`config.mk`:
```
export PLATFORM = sky130hd
export DESIGN_NAME = vert_casc_ram
export DESIGN_NICKNAME = d
export VERILOG_FILES = /design/src/rtl/vert_casc_pkg.sv /design/src/rtl/ram_bank.sv /design/src/rtl/vert_casc_ram.sv
export SDC_FILE = /design/constraint.sdc
export NUM_CORES = 1
export LEC_CHECK = 0
export CAP_MARGIN = 10
export CORE_MARGIN = 3
export CORE_UTILIZATION = 30
export DETAILED_ROUTE_END_ITERATION = 8
export GPL_TIMING_DRIVEN = 0
export PLACE_DENSITY = 0.5
export SETUP_SLACK_MARGIN = 0.02
export SYNTH_ARGS = -nofsm -noshare
export SYNTH_HDL_FRONTEND = slang
export SYNTH_SLANG_ARGS = --single-unit
```
`constraint.sdc`:
```
create_clock -name clk -period 1.75 [get_ports clk]
set_input_delay 0.35 -clock clk [delete_from_list [all_inputs] [get_ports clk]]
set_output_delay 0.35 -clock clk [all_outputs]
set_load 0.03 [all_outputs]
```
`src/rtl/vert_casc_pkg.sv`:
```
// Shared types and sizing for the depth-cascaded 8x4 RAM.
// Address split: top bit picks the bank, low bits pick the word inside it.
package vert_casc_pkg;

    localparam int unsigned DATA_W       = 4;
    localparam int unsigned BANK_AW      = 2;
    localparam int unsigned NUM_BANKS    = 2;
    localparam int unsigned BANK_DEPTH   = 2 ** BANK_AW;
    localparam int unsigned BANK_SEL_BIT = BANK_AW;

    typedef logic [DATA_W-1:0]  word_t;
    typedef logic [BANK_AW:0]   addr_t;
    typedef logic [BANK_AW-1:0] bank_addr_t;

    function automatic logic bank_of(input addr_t addr);
        return addr[BANK_SEL_BIT];
    endfunction

    function automatic bank_addr_t word_of(input addr_t addr);
        return addr[BANK_AW-1:0];
    endfunction

endpackage

```
`src/rtl/ram_bank.sv`:
```
// One 4-word bank: asynchronous clear, synchronous write, combinational read.
module ram_bank
    import vert_casc_pkg::*;
(
    input  logic               clk,
    input  logic               rst,
    input  logic               we,
    input  logic [BANK_AW-1:0] a,
    input  logic [DATA_W-1:0]  d,
    output logic [DATA_W-1:0]  q
);

    word_t mem [BANK_DEPTH];

    always_ff @(posedge clk or posedge rst) begin
        if (rst) begin
            mem <= '{default: '0};
        end else if (we) begin
            mem[a] <= d;
        end
    end

    assign q = mem[a];

endmodule

```
`src/rtl/vert_casc_ram.sv`:
```
// 8x4 single-port RAM from two 4x4 banks stacked in depth.
// Define VERT_CASC_OUT_REG_EN to register Q (one cycle read latency).
module vert_casc_ram
    import vert_casc_pkg::*;
(
    input  logic               clk,
    input  logic               rst,
    input  logic               WE,
    input  logic [BANK_AW:0]   A,
    input  logic [DATA_W-1:0]  D,
    output logic [DATA_W-1:0]  Q
);

    logic                 bank_sel;
    logic [BANK_AW-1:0]   word_addr;
    logic                 wr_en;
    logic [NUM_BANKS-1:0] bank_we;
    word_t                bank_q [NUM_BANKS];
    word_t                rd_data;

    assign bank_sel  = bank_of(A);
    assign word_addr = word_of(A);
    // External WE is active-low; banks take an active-high strobe.
    assign wr_en     = ~WE;

    always_comb begin
        bank_we = '0;
        bank_we[bank_sel] = wr_en;
    end

    for (genvar i = 0; i < NUM_BANKS; i++) begin : g_bank
        ram_bank u_bank (
            .clk (clk),
            .rst (rst),
            .we  (bank_we[i]),
            .a   (word_addr),
            .d   (D),
            .q   (bank_q[i])
        );
    end

    always_comb begin
        rd_data = bank_q[bank_sel];
    end

`ifdef VERT_CASC_OUT_REG_EN
    word_t q_q;

    // Samples the pre-write word, so same-address read-during-write returns old data.
    always_ff @(posedge clk or posedge rst) begin
        if (rst) begin
            q_q <= '0;
        end else begin
            q_q <= rd_data;
        end
    end

    assign Q = q_q;
`else
    assign Q = rd_data;
`endif

endmodule

```
* Yosys cells after proc, flatten, opt, wreduce, memory -nomap -nowiden
Cells that the tools add are included.
** Word-level totals
- Logic and storage cells :: 34
- Register bits after elaboration :: 32
- Output and inout port bits :: 4
** Operators by class
- Bitwise gates (word level) :: 4
- Order comparisons :: 5
- Mux-type cells :: 15
- Reduce and logical (&&, ||, !) cells :: 2
** Operators with widths (count)
- $bwmux W16 :: 2
- $mux W4 :: 8
- $bmux W4 S2 :: 2
- $demux W4 S2 :: 1
- $ge A3 B3 Y1 const B :: 1
- $lt A3 B1 Y1 const B :: 1
- $not A2 Y3 :: 1
- $and A2 B2 Y2 :: 1
- $ge A2 B2 Y1 const B :: 1
- $logic_and A1 B1 Y1 :: 2
- $lt A1 B2 Y1 const B :: 1
- $not A1 Y2 :: 1
- $demux W1 S1 :: 1
- $ge A1 B1 Y1 const B :: 1
- $mux W1 :: 1
- $not A1 Y1 :: 1

* Logic depth before layout (Yosys ltp)
Gate-level depths: netlist of run 1.
- Depth in word-level cells :: 7
- Depth in mapped cells :: 4
- Mapped depth without buffers :: 2

* Cells and area by module
A second synthesis of run 1 with hierarchy kept.
** Unflattened totals
- Cells, all modules :: 92
- Area total of the unflattened synthesis :: 1526.5 um^2
** Modules (own cells, without submodules)
- ram_bank :: seq. area each 400.4 um^2, area each 735.7 um^2, instances 2, cells each 43
- vert_casc_ram :: seq. area each 0.0 um^2, area each 55.1 um^2, instances 1, cells each 6

* Worst setup path before layout of run 1
Ideal clock, no wire load.
- Path type :: input port to output port
- Start point :: input port A[0]
- End point :: output port Q[1]
- Data arrival time :: 1.399 ns
- Required time :: 1.400 ns
- Path slack :: 0.001 ns
- Cell stages on the path :: 4
- Cells stage by stage :: buf_6 -> buf_12 -> mux4_2 -> mux2_4
** On the way
- Cells in the longest elaborated chain, start to end :: 7
** RTL lines
- from (decl) :: line vert_casc_ram.sv:9 : input logic [BANK_AW:0] A,
- $not A2 Y3 (not written as such) * :: line ram_bank.sv:23 : assign q = mem[a];
- $bmux W4 S2 :: line ram_bank.sv:23
- $mux W4 (not written as such) (2 in a row) :: line ram_bank.sv:23
- $mux W4 (not written as such) * (3 in a row) :: line vert_casc_ram.sv:43 : rd_data = bank_q[bank_sel];
- to (decl) :: line vert_casc_ram.sv:11 : output logic [DATA_W-1:0] Q
Mark *: on every way between the ends. The rest lies on a longest branch, timed or not. The select of a mux whose other input is x is not followed.

* Worst setup path after layout of run 1
- Start point :: register g_bank[1].u_bank.mem[9] (netlist name)
- End point :: output port Q[1]
** On the way
- Cells in the longest elaborated chain, start to end :: 6
** RTL lines
- from (decl) :: line ram_bank.sv:13 : word_t mem [BANK_DEPTH];
- from (signal assigned) :: line ram_bank.sv:17 : mem <= '{default: '0};
- from (signal, indexed assignment) :: line ram_bank.sv:19 : mem[a] <= d;
- $bmux W4 S2 :: line ram_bank.sv:23
- $mux W4 (not written as such) (2 in a row) :: line ram_bank.sv:23
- $mux W4 (not written as such) (3 in a row) :: line vert_casc_ram.sv:43
Every way passes these cells. The select of a mux whose other input is x is not followed.

==> impl_metrics.py, run 1 <==
metrics = {
    "sta": {
        "min_period_ns": 1.93,
        "hold_violations": 0,
        "rsz0062_at_grt": "yes",
        "fin_ws_ns": -0.177,
        "fin_skew_ns": 0,
        "setup_viol": 4,
        "timing.fmax_mhz": 519,
        "period_share": 1.10,
        "worstMarginPinSlew_ns": 0.429,
        "slew_headroom": 0.714,
        "drv_slew": 0,
        "fin_tns_setup_ns": -0.628,
    },
    "routing": {
        "num_vias": 877,
        "viasPerCell": 4.82,
        "post_drt_wl_per_cell_um": 16.9,
        "drc_errors": 0,
        "ant_nets": 0,
        "drt_iter0_markers": 25,
        "routed_wl_um": 3070,
        "firstDrtPassIters": 2,
    },
    "die": {
        "die_area_mm2": 0.00635,
        "start_util": 0.315,
        "dieHeight_um": 79.7,
        "core_mm2": 0.00517,
        "rows": 26,
        "ios": 14,
        "die_w_um": 79.7,
    },
    "global_route": {
        "grt_max_degree": 33,
        "grt_antenna_before_repair": 0,
        "grt_overflow": 0,
        "grt_pass1_wl_um": 4950,
        "gr-usage-all-layers": 0.109,
        "grt_pass1_vias": 920,
    },
    "layout": {
        "most-common-layout-cells": "dfrtp_1, mux2_2, mux2_4, mux4_2, clkbuf_8",
        "final_cells": 182,
        "layout-drive-gt1-share": 0.625,
        "area_growth_pct": 21.6,
        "mostFrequentLayoutCell": "dfrtp_1",
        "reg.largest.list": "g_bank.u_bank.mem (32)",
        "final_util": 0.383,
        "nNetsFinal": 122,
        "regMostFlops": "g_bank.u_bank.mem",
        "largest_reg_flops": 32,
        "seqCellArea_um2": 801,
        "multi_input_area_um2": 764,
        "fillers": 488,
        "n_antenna_cell": 0,
    },
    "critical_path": {
        "path_max_fanout": 2,
        "slowest_delay_ns": 0.49,
        "cp_top_family": "multiplexers",
        "cpMaxStageDelayCell": "mux4_2",
        "start_kind": "flip-flop",
        "path_class": "reg -> out",
        "path_cells": "mux4_2, mux2_4, buf_6",
        "cp-end-kind": "primary output",
        "cp.required_ns": 1.40,
        "timing.critical_path.buf_inv": 1,
        "critPathArrivalTime_ns": 1.58,
        "r2r_setup_slack_ns": 0.88,
    },
    "logic_synthesis": {
        "synth-seq-area-share": 0.492,
        "synth_fp_nets": 100,
        "yosysWarnings": 0,
        "synth.avg_cell_area_um2": 18.1,
        "synth.distinct_cells": 15,
        "synth-seq-cells": 32,
        "synthCells": 90,
        "netlist_area_mm2": 0.00163,
    },
    "placed_design": {
        "dp.cells": 171,
        "dpl.hpwl_um": 2210,
        "place_congestion": 0.701,
        "portBuffers": 11,
    },
    "clock_network": {
        "root_buffer": "clkbuf_8",
        "cts_hold_buf": 0,
        "path_clk_slew_ns": 0.06,
        "insertion_delay_ns": 0.28,
        "numCtsBuffers": 5,
        "cts_tree": "done",
        "cts.sinks": 32,
        "cts.path.max_buffers": 2,
        "h-tree-depth": 2,
    },
    "pwr": {
        "p_sw_uw": 539,
        "vdd_drop_max_mv": 0.467,
        "p_int_uw": 1590,
        "clock_power_share": 0.284,
        "switching_share": 0.253,
        "seq_power_share": 0.460,
        "p_leak_uw": 0.000828,
        "power_density_mw_per_mm2": 1080,
        "combPwrFrac": 0.256,
    },
    "flow_run": {
        "max_cap_viol_count": 0,
    },
    "hold_path": {
        "min_path_type": "in -> async",
    },
    "status": {
        "violations": "setup timing",
        "status": "finished with violations",
    },
}
[power by group through the flow]
stage	logic, µW	clock network [µW]	registers, µW
2_1_floorplan	393	0	963
3_3_place_gp	506	0	981
3_5_place_dp	519	0	994
4_1_cts	541	622	984
5_1_grt	583	648	1000
6_report	545	606	982
[cell families after synthesis]
family | count (synthesis) | synth area share
muxes | 44 | 0.382
DFF | 32 | 0.492
and+or+nand+nor | 8 | 0.0914
buffers and inverters | 6 | 0.0346
[worst reg2reg max path: stages, from the launching register on]
cell     delay, ns
dfrtp_1       0.37
buf_4         0.13
mux2_4        0.26
[what timing repair did]
action | CTS | global route
buffers inserted | 0 | 3
endpoints found under the setup margin | 19 | 7
endpoints found under the hold margin | 0 | 0
gates resized for setup | 39 | 0
[Yosys cell counts, drive strengths merged]
master | instances | area, µm²
nand4b | 1 | 15.0
inv | 1 | 3.75
clkbuf | 1 | 5.00
and4bb | 3 | 41.3
dfrtp | 32 | 801
buf | 4 | 47.5
nor4b | 3 | 71.3
mux2 | 36 | 428
mux4 | 8 | 195
nor4 | 1 | 21.3
[path summary, 6_finish.rpt]
kind | from | endpoint | cells after the start
setup reg to reg | g_bank[0].u_bank.mem[3]$_DFFE_PP0P_ | g_bank[0].u_bank.mem[3]$_DFFE_PP0P_ | 2
hold / removal | rst | g_bank[0].u_bank.mem[7]$_DFFE_PP0P_ | 2
max in group asynchronous | rst | g_bank[0].u_bank.mem[10]$_DFFE_PP0P_ | 3
min in group clk | g_bank[0].u_bank.mem[7]$_DFFE_PP0P_ | g_bank[0].u_bank.mem[7]$_DFFE_PP0P_ | 1
setup / recovery | g_bank[1].u_bank.mem[9]$_DFFE_PP0P_ | Q[1] | 3
hold reg to reg | g_bank[0].u_bank.mem[7]$_DFFE_PP0P_ | g_bank[0].u_bank.mem[7]$_DFFE_PP0P_ | 1
[layer usage]
metal / vias to the layer above / wire (µm) / global-route usage
met2: 15 / 1550 / 0.169
met5: - / 0 / 0
li1: 393 / - / -
met4: 0 / 57 / 0.0515
met1: 461 / 1340 / 0.139
met3: 8 / 122 / 0.0327
[area by class of cell]
cell class / count / share of cell area
clock buffer: 7 / 0.0486
inverter: 1 / 0.00190
sequential: 32 / 0.404
timing repair buffer: 15 / 0.0809
tap: 70 / 0.0442
buffer: 5 / 0.0341
multi-input combinational: 52 / 0.386
[per-stage QoR]
step / area, µm² / hold WS [ns] / setup WS (ns) / total power [µW]
after global routing: 1980 / 0.405 / -0.217 / 2230
after global placement: 1840 / 0.482 / -1.15 / 1490
after CTS: 1930 / 0.505 / -0.205 / 2150
after detailed placement: 1840 / 0.485 / -1.17 / 1510
final: 1980 / 0.362 / -0.177 / 2130
after floorplan: 1640 / 0.466 / 0.0252 / 1360
(Power assumes the default switching activity.)
==> inputs of run 2 (changes only) <==
--- a/config.mk
+++ b/config.mk
@@ -9,7 +9,6 @@
 export CORE_MARGIN = 3
 export CORE_UTILIZATION = 30
 export DETAILED_ROUTE_END_ITERATION = 8
-export GPL_TIMING_DRIVEN = 0
 export PLACE_DENSITY = 0.5
 export SETUP_SLACK_MARGIN = 0.02
 export SYNTH_ARGS = -nofsm -noshare
==> run 2 against run 1 <==
Effect of this change: the run still ends with setup timing left; setup slack improved by 0.0086 ns; combinational power up 3%; clock skew unchanged; power down 0.93%; sequential share of layout area down 1.3 points; critical endpoint is now Q[3]; largest power group unchanged.
==> impl_metrics.py, run 2 (synthesis results as in run 1) <==
metrics = {
    "routing": {
        "ant_nets": 0,
        "routed_wl_um": 3070,
        "firstDrtPassIters": 4,
        "drt_iter0_markers": 38,
        "viasPerCell": 4.56,
        "post_drt_wl_per_cell_um": 15.9,
        "num_vias": 881,
        "drc_errors": 0,
    },
    "global_route": {
        "grt_max_degree": 33,
        "grt_pass1_vias": 964,
        "grt_pass1_wl_um": 5080,
        "gr-usage-all-layers": 0.110,
        "grt_overflow": 0,
        "grt_antenna_before_repair": 0,
    },
    "sta": {
        "hold_slack_ns": 0.458,
        "rsz0062_at_grt": "yes",
        "drv_slew": 0,
        "period_share": 1.10,
        "fin_skew_ns": 0,
        "min_period_ns": 1.92,
        "timing.fmax_mhz": 521,
        "fin_ws_ns": -0.168,
        "setup_viol": 4,
        "worstMarginPinSlew_ns": 0.417,
        "slew_headroom": 0.722,
        "hold_violations": 0,
    },
    "layout": {
        "mostFrequentLayoutCell": "dfrtp_1",
        "area_growth_pct": 25.6,
        "stdcell_area_mm2": 0.00205,
        "seqCellArea_um2": 801,
        "fillers": 469,
        "most-common-layout-cells": "dfrtp_1, mux2_2, buf_4",
        "regMostFlops": "g_bank.u_bank.mem",
        "final_cells": 193,
        "multi_input_area_um2": 764,
        "reg.largest.list": "g_bank.u_bank.mem (32)",
        "nNetsFinal": 132,
        "layout-drive-gt1-share": 0.626,
        "n_antenna_cell": 0,
        "largest_reg_flops": 32,
    },
    "clock_network": {
        "path_clk_slew_ns": 0.06,
        "root_buffer": "clkbuf_8",
        "cts_tree": "done",
        "cts_hold_buf": 0,
        "insertion_delay_ns": 0.27,
        "cts.path.max_buffers": 2,
        "numCtsBuffers": 5,
        "h-tree-depth": 2,
        "cts.sinks": 32,
    },
    "placed_design": {
        "dpl.hpwl_um": 2200,
        "preCtsSetupSlack_ns": -1.04,
        "place_congestion": 0.736,
        "dp.cells": 182,
        "placed_area_mm2": 0.00191,
        "portBuffers": 13,
    },
    "hold_path": {
        "min_path_type": "in -> async",
    },
    "die": {
        "start_util": 0.315,
        "ios": 14,
        "die_w_um": 79.7,
        "rows": 26,
        "die_area_mm2": 0.00635,
        "dieHeight_um": 79.7,
        "core_mm2": 0.00517,
    },
    "critical_path": {
        "cp.required_ns": 1.40,
        "r2r_setup_slack_ns": 0.89,
        "start_kind": "input port",
        "path_cells": "dlygate4sd2_1, mux4_2, mux2_2, buf_6",
        "slowest_delay_ns": 0.54,
        "path_class": "in -> out",
        "cpMaxStageDelayCell": "mux4_2",
        "path_max_fanout": 2,
        "cp-end-kind": "primary output",
        "critPathArrivalTime_ns": 1.57,
    },
    "status": {
        "status": "finished with violations",
        "violations": "setup timing",
    },
    "pwr": {
        "power_density_mw_per_mm2": 1030,
        "p_leak_uw": 0.000870,
        "vdd_drop_max_mv": 0.389,
    },
    "flow_run": {
        "max_cap_viol_count": 0,
    },
}
==> run 2: final cells by class <==
| class | count | share of cell area |
|---|---|---|
| Clock buffer | 8 | 0.0440 |
| Inverter | 1 | 0.00183 |
| Multi-Input combinational cell | 52 | 0.374 |
| Sequential cell | 32 | 0.391 |
| Tap cell | 70 | 0.0428 |
| Timing Repair Buffer | 30 | 0.146 |
==> run 2: final timing paths <==
check | endpoint | startpoint | cells after the start
max | Q[3] | A[2] | 4
min | g_bank[0].u_bank.mem[7]$_DFFE_PP0P_ | rst | 3
max reg2reg | g_bank[0].u_bank.mem[3]$_DFFE_PP0P_ | g_bank[0].u_bank.mem[3]$_DFFE_PP0P_ | 2
min reg2reg | g_bank[0].u_bank.mem[10]$_DFFE_PP0P_ | g_bank[0].u_bank.mem[10]$_DFFE_PP0P_ | 1
max in group asynchronous | g_bank[1].u_bank.mem[5]$_DFFE_PP0P_ | rst | 3
min in group clk | g_bank[0].u_bank.mem[10]$_DFFE_PP0P_ | g_bank[0].u_bank.mem[10]$_DFFE_PP0P_ | 1
==> run 2: metal layers <==
layer  vias to the layer above  part of all wire  track usage  routed length [µm]
met5                         -                 0            0                   0
met4                         0            0.0075       0.0464                  23
met3                         2             0.028       0.0384                  86
met2                        11              0.50        0.168                1530
met1                       455              0.47        0.140                1430
li1                        413                 -            -                   -
==> run 2: through the flow <==
step | TNS, ns | utilization | total power (µW)
after detailed placement | -13.25 | 0.370 | 1530
final | -0.572 | 0.396 | 2110
after global routing | -0.792 | 0.396 | 2240
after CTS | -0.731 | 0.393 | 2130
after floorplan | 0 | - | 1360
after global placement | -13.24 | 0.370 | 1510
==> run 2: worst max-delay path, delay by kind of cell <==
family   cells  cell delay [ns]
buf+inv      2             0.40
mux          2             0.82
==> run 2: repair_timing <==
| item | in CTS | in global routing |
|---|---|---|
| endpoints found under the setup margin | 24 | 20 |
| buffers inserted | 1 | 1 |
| gates cloned | 1 | 0 |
| gates resized for setup | 36 | 5 |
| endpoints found under the hold margin | 0 | 0 |
==> run 2: where the power goes <==
group          internal [µW]  leakage (µW)  switching, µW
clock network            320     0.0000455            248
logic                    355      0.000440            206
registers                903      0.000384           78.6
total                   1580      0.000870            533
==> inputs of run 3 (changes only) <==
--- a/config.mk
+++ b/config.mk
@@ -7,9 +7,9 @@
 export LEC_CHECK = 0
 export CAP_MARGIN = 10
 export CORE_MARGIN = 3
-export CORE_UTILIZATION = 30
+export CORE_UTILIZATION = 45
 export DETAILED_ROUTE_END_ITERATION = 8
-export PLACE_DENSITY = 0.5
+export PLACE_DENSITY = 0.68
 export SETUP_SLACK_MARGIN = 0.02
 export SYNTH_ARGS = -nofsm -noshare
 export SYNTH_HDL_FRONTEND = slang
==> run 3 against run 2 <==
Effect of this change: the flow still finishes with violations (setup timing); worst hold slack worse by 0.078 ns; final cell count is 13% lower; non-clock buffer count down 1; sequential power is 1% higher; sequential cell count did not move; global-route usage rose by 6.0 points; power barely moved; critical endpoint unchanged; highest routed layer unchanged.
==> impl_metrics.py, run 3 (synthesis results as in run 1) <==
metrics = {
    "routing": {
        "drt_iter0_markers": 37,
        "routed_wl_um": 3120,
        "firstDrtPassIters": 4,
        "viasPerCell": 5.30,
        "wl_met3_um": 104,
        "drc_errors": 0,
        "wl_met1_um": 1410,
        "wl_met2_um": 1550,
        "num_vias": 890,
        "post_drt_wl_per_cell_um": 18.5,
        "ant_nets": 0,
        "highest_layer": "met4",
    },
    "sta": {
        "slew_headroom": 0.731,
        "setup_viol": 4,
        "drv_slew": 0,
        "fin_ws_ns": -0.254,
        "period_share": 1.15,
        "rsz0062_at_grt": "yes",
        "min_period_ns": 2.00,
        "hold_violations": 0,
        "worstMarginPinSlew_ns": 0.403,
        "fin_skew_ns": 0,
        "timing.fmax_mhz": 499,
        "hold_slack_ns": 0.380,
    },
    "layout": {
        "seqCellArea_um2": 801,
        "area_growth_pct": 21.8,
        "most-common-layout-cells": "dfrtp_1, mux2_2, buf_4, mux4_2",
        "nNetsFinal": 131,
        "mostFrequentLayoutCell": "dfrtp_1",
        "n_antenna_cell": 0,
        "reg.largest.list": "g_bank.u_bank.mem (32)",
        "stdcell_area_mm2": 0.00198,
        "layout-drive-gt1-share": 0.639,
        "regMostFlops": "g_bank.u_bank.mem",
        "largest_reg_flops": 32,
        "multi_input_area_um2": 761,
        "fillers": 272,
    },
    "clock_network": {
        "numCtsBuffers": 5,
        "insertion_delay_ns": 0.33,
        "cts.path.max_buffers": 2,
        "cts.sinks": 32,
        "cts_hold_buf": 0,
        "cts_tree": "done",
        "root_buffer": "clkbuf_4",
        "path_clk_slew_ns": 0.10,
        "h-tree-depth": 2,
    },
    "pwr": {
        "clock_power_share": 0.263,
        "p_int_uw": 1560,
        "vdd_drop_max_mv": 0.529,
        "p_sw_uw": 559,
        "combPwrFrac": 0.268,
        "power_density_mw_per_mm2": 1070,
        "p_leak_uw": 0.000854,
        "seq_power_share": 0.469,
        "switching_share": 0.264,
    },
    "critical_path": {
        "reg2regPathDepth": 2,
        "cp_top_family": "multiplexers",
        "cpMaxStageDelayCell": "mux4_2",
        "path_class": "reg -> out",
        "start_kind": "flip-flop",
        "cp.required_ns": 1.40,
        "cp_num_cells": 3,
        "slowest_delay_ns": 0.50,
        "timing.critical_path.buf_inv": 1,
        "path_cells": "mux4_2, mux2_2, buf_6",
        "cp-end-kind": "primary output",
        "path_max_fanout": 2,
        "critPathArrivalTime_ns": 1.65,
    },
    "die": {
        "dieHeight_um": 66.2,
        "rows": 21,
        "core_mm2": 0.00342,
        "start_util": 0.477,
        "die_area_mm2": 0.00438,
        "die_w_um": 66.2,
        "ios": 14,
    },
    "placed_design": {
        "placed_area_mm2": 0.00187,
        "preCtsSetupSlack_ns": -1.03,
        "portBuffers": 13,
        "dpl.hpwl_um": 2230,
        "place_congestion": 0.743,
    },
    "flow_run": {
        "max_cap_viol_count": 0,
    },
    "status": {
        "violations": "setup timing",
        "status": "finished with violations",
    },
    "global_route": {
        "grt_overflow": 0,
        "grt_antenna_before_repair": 0,
        "grt_max_degree": 33,
        "grt_pass1_vias": 993,
        "gr-usage-all-layers": 0.170,
        "grt_pass1_wl_um": 5260,
    },
    "hold_path": {
        "min_path_type": "in -> async",
    },
}
==> run 3: worst paths after layout <==
| kind | slack [ns] | startpoint | end |
|---|---|---|---|
| worst max-delay path | -0.25 | g_bank[1].u_bank.mem[11]$_DFFE_PP0P_ | Q[3] |
| worst min-delay path | 0.38 | rst | g_bank[1].u_bank.mem[11]$_DFFE_PP0P_ |
| worst max register to register | 0.86 | g_bank[0].u_bank.mem[8]$_DFFE_PP0P_ | g_bank[0].u_bank.mem[8]$_DFFE_PP0P_ |
| worst min register to register | 0.51 | g_bank[1].u_bank.mem[5]$_DFFE_PP0P_ | g_bank[1].u_bank.mem[5]$_DFFE_PP0P_ |
| max in group asynchronous | 1.07 | rst | g_bank[1].u_bank.mem[1]$_DFFE_PP0P_ |
| min in group clk | 0.51 | g_bank[1].u_bank.mem[5]$_DFFE_PP0P_ | g_bank[1].u_bank.mem[5]$_DFFE_PP0P_ |
==> run 3: stage by stage <==
step                      std cells  utilization  power [µW]  TNS, ns
final                           168        0.581        2110   -0.912
after detailed placement        156        0.547        1530   -13.03
after CTS                       168        0.582        2130   -0.959
after global placement          156        0.547        1500   -12.75
after floorplan                  90            -        1360        0
after global routing            168        0.581        2220    -1.13
==> run 3: timing repair <==
action / in CTS / in global routing
setup buffers: 3 / 0
resized for setup: 39 / 1
endpoints found under the hold margin: 0 / 0
endpoints found under the setup margin: 14 / 4
gates cloned: 1 / 0
==> run 3: power by group through the flow <==
stage	sequential [µW]	combinational [µW]	clock (µW)
2_1_floorplan	963	393	0
3_3_place_gp	991	514	0
3_5_place_dp	1000	530	0
4_1_cts	991	575	561
5_1_grt	1010	605	602
6_report	992	567	555
==> run 3: routing by layer <==
metal / track usage / up-vias
li1: - / 405
met5: 0 / -
met1: 0.228 / 466
met4: 0.0685 / 0
met3: 0.0476 / 7
met2: 0.258 / 12
==> run 3: worst register-to-register path: stages (launching register included) <==
cell and delay, ns:
dfrtp_1 0.40, buf_4 0.13, mux2_2 0.26
==> run 3: cell type report <==
type / count / share of cell area
flip-flops and latches: 32 / 0.404
clock inverters: 2 / 0.0177
repair buffers: 29 / 0.144
well taps: 46 / 0.0290
multi-input cells: 52 / 0.383
clock buffers: 6 / 0.0208
inverters: 1 / 0.00189
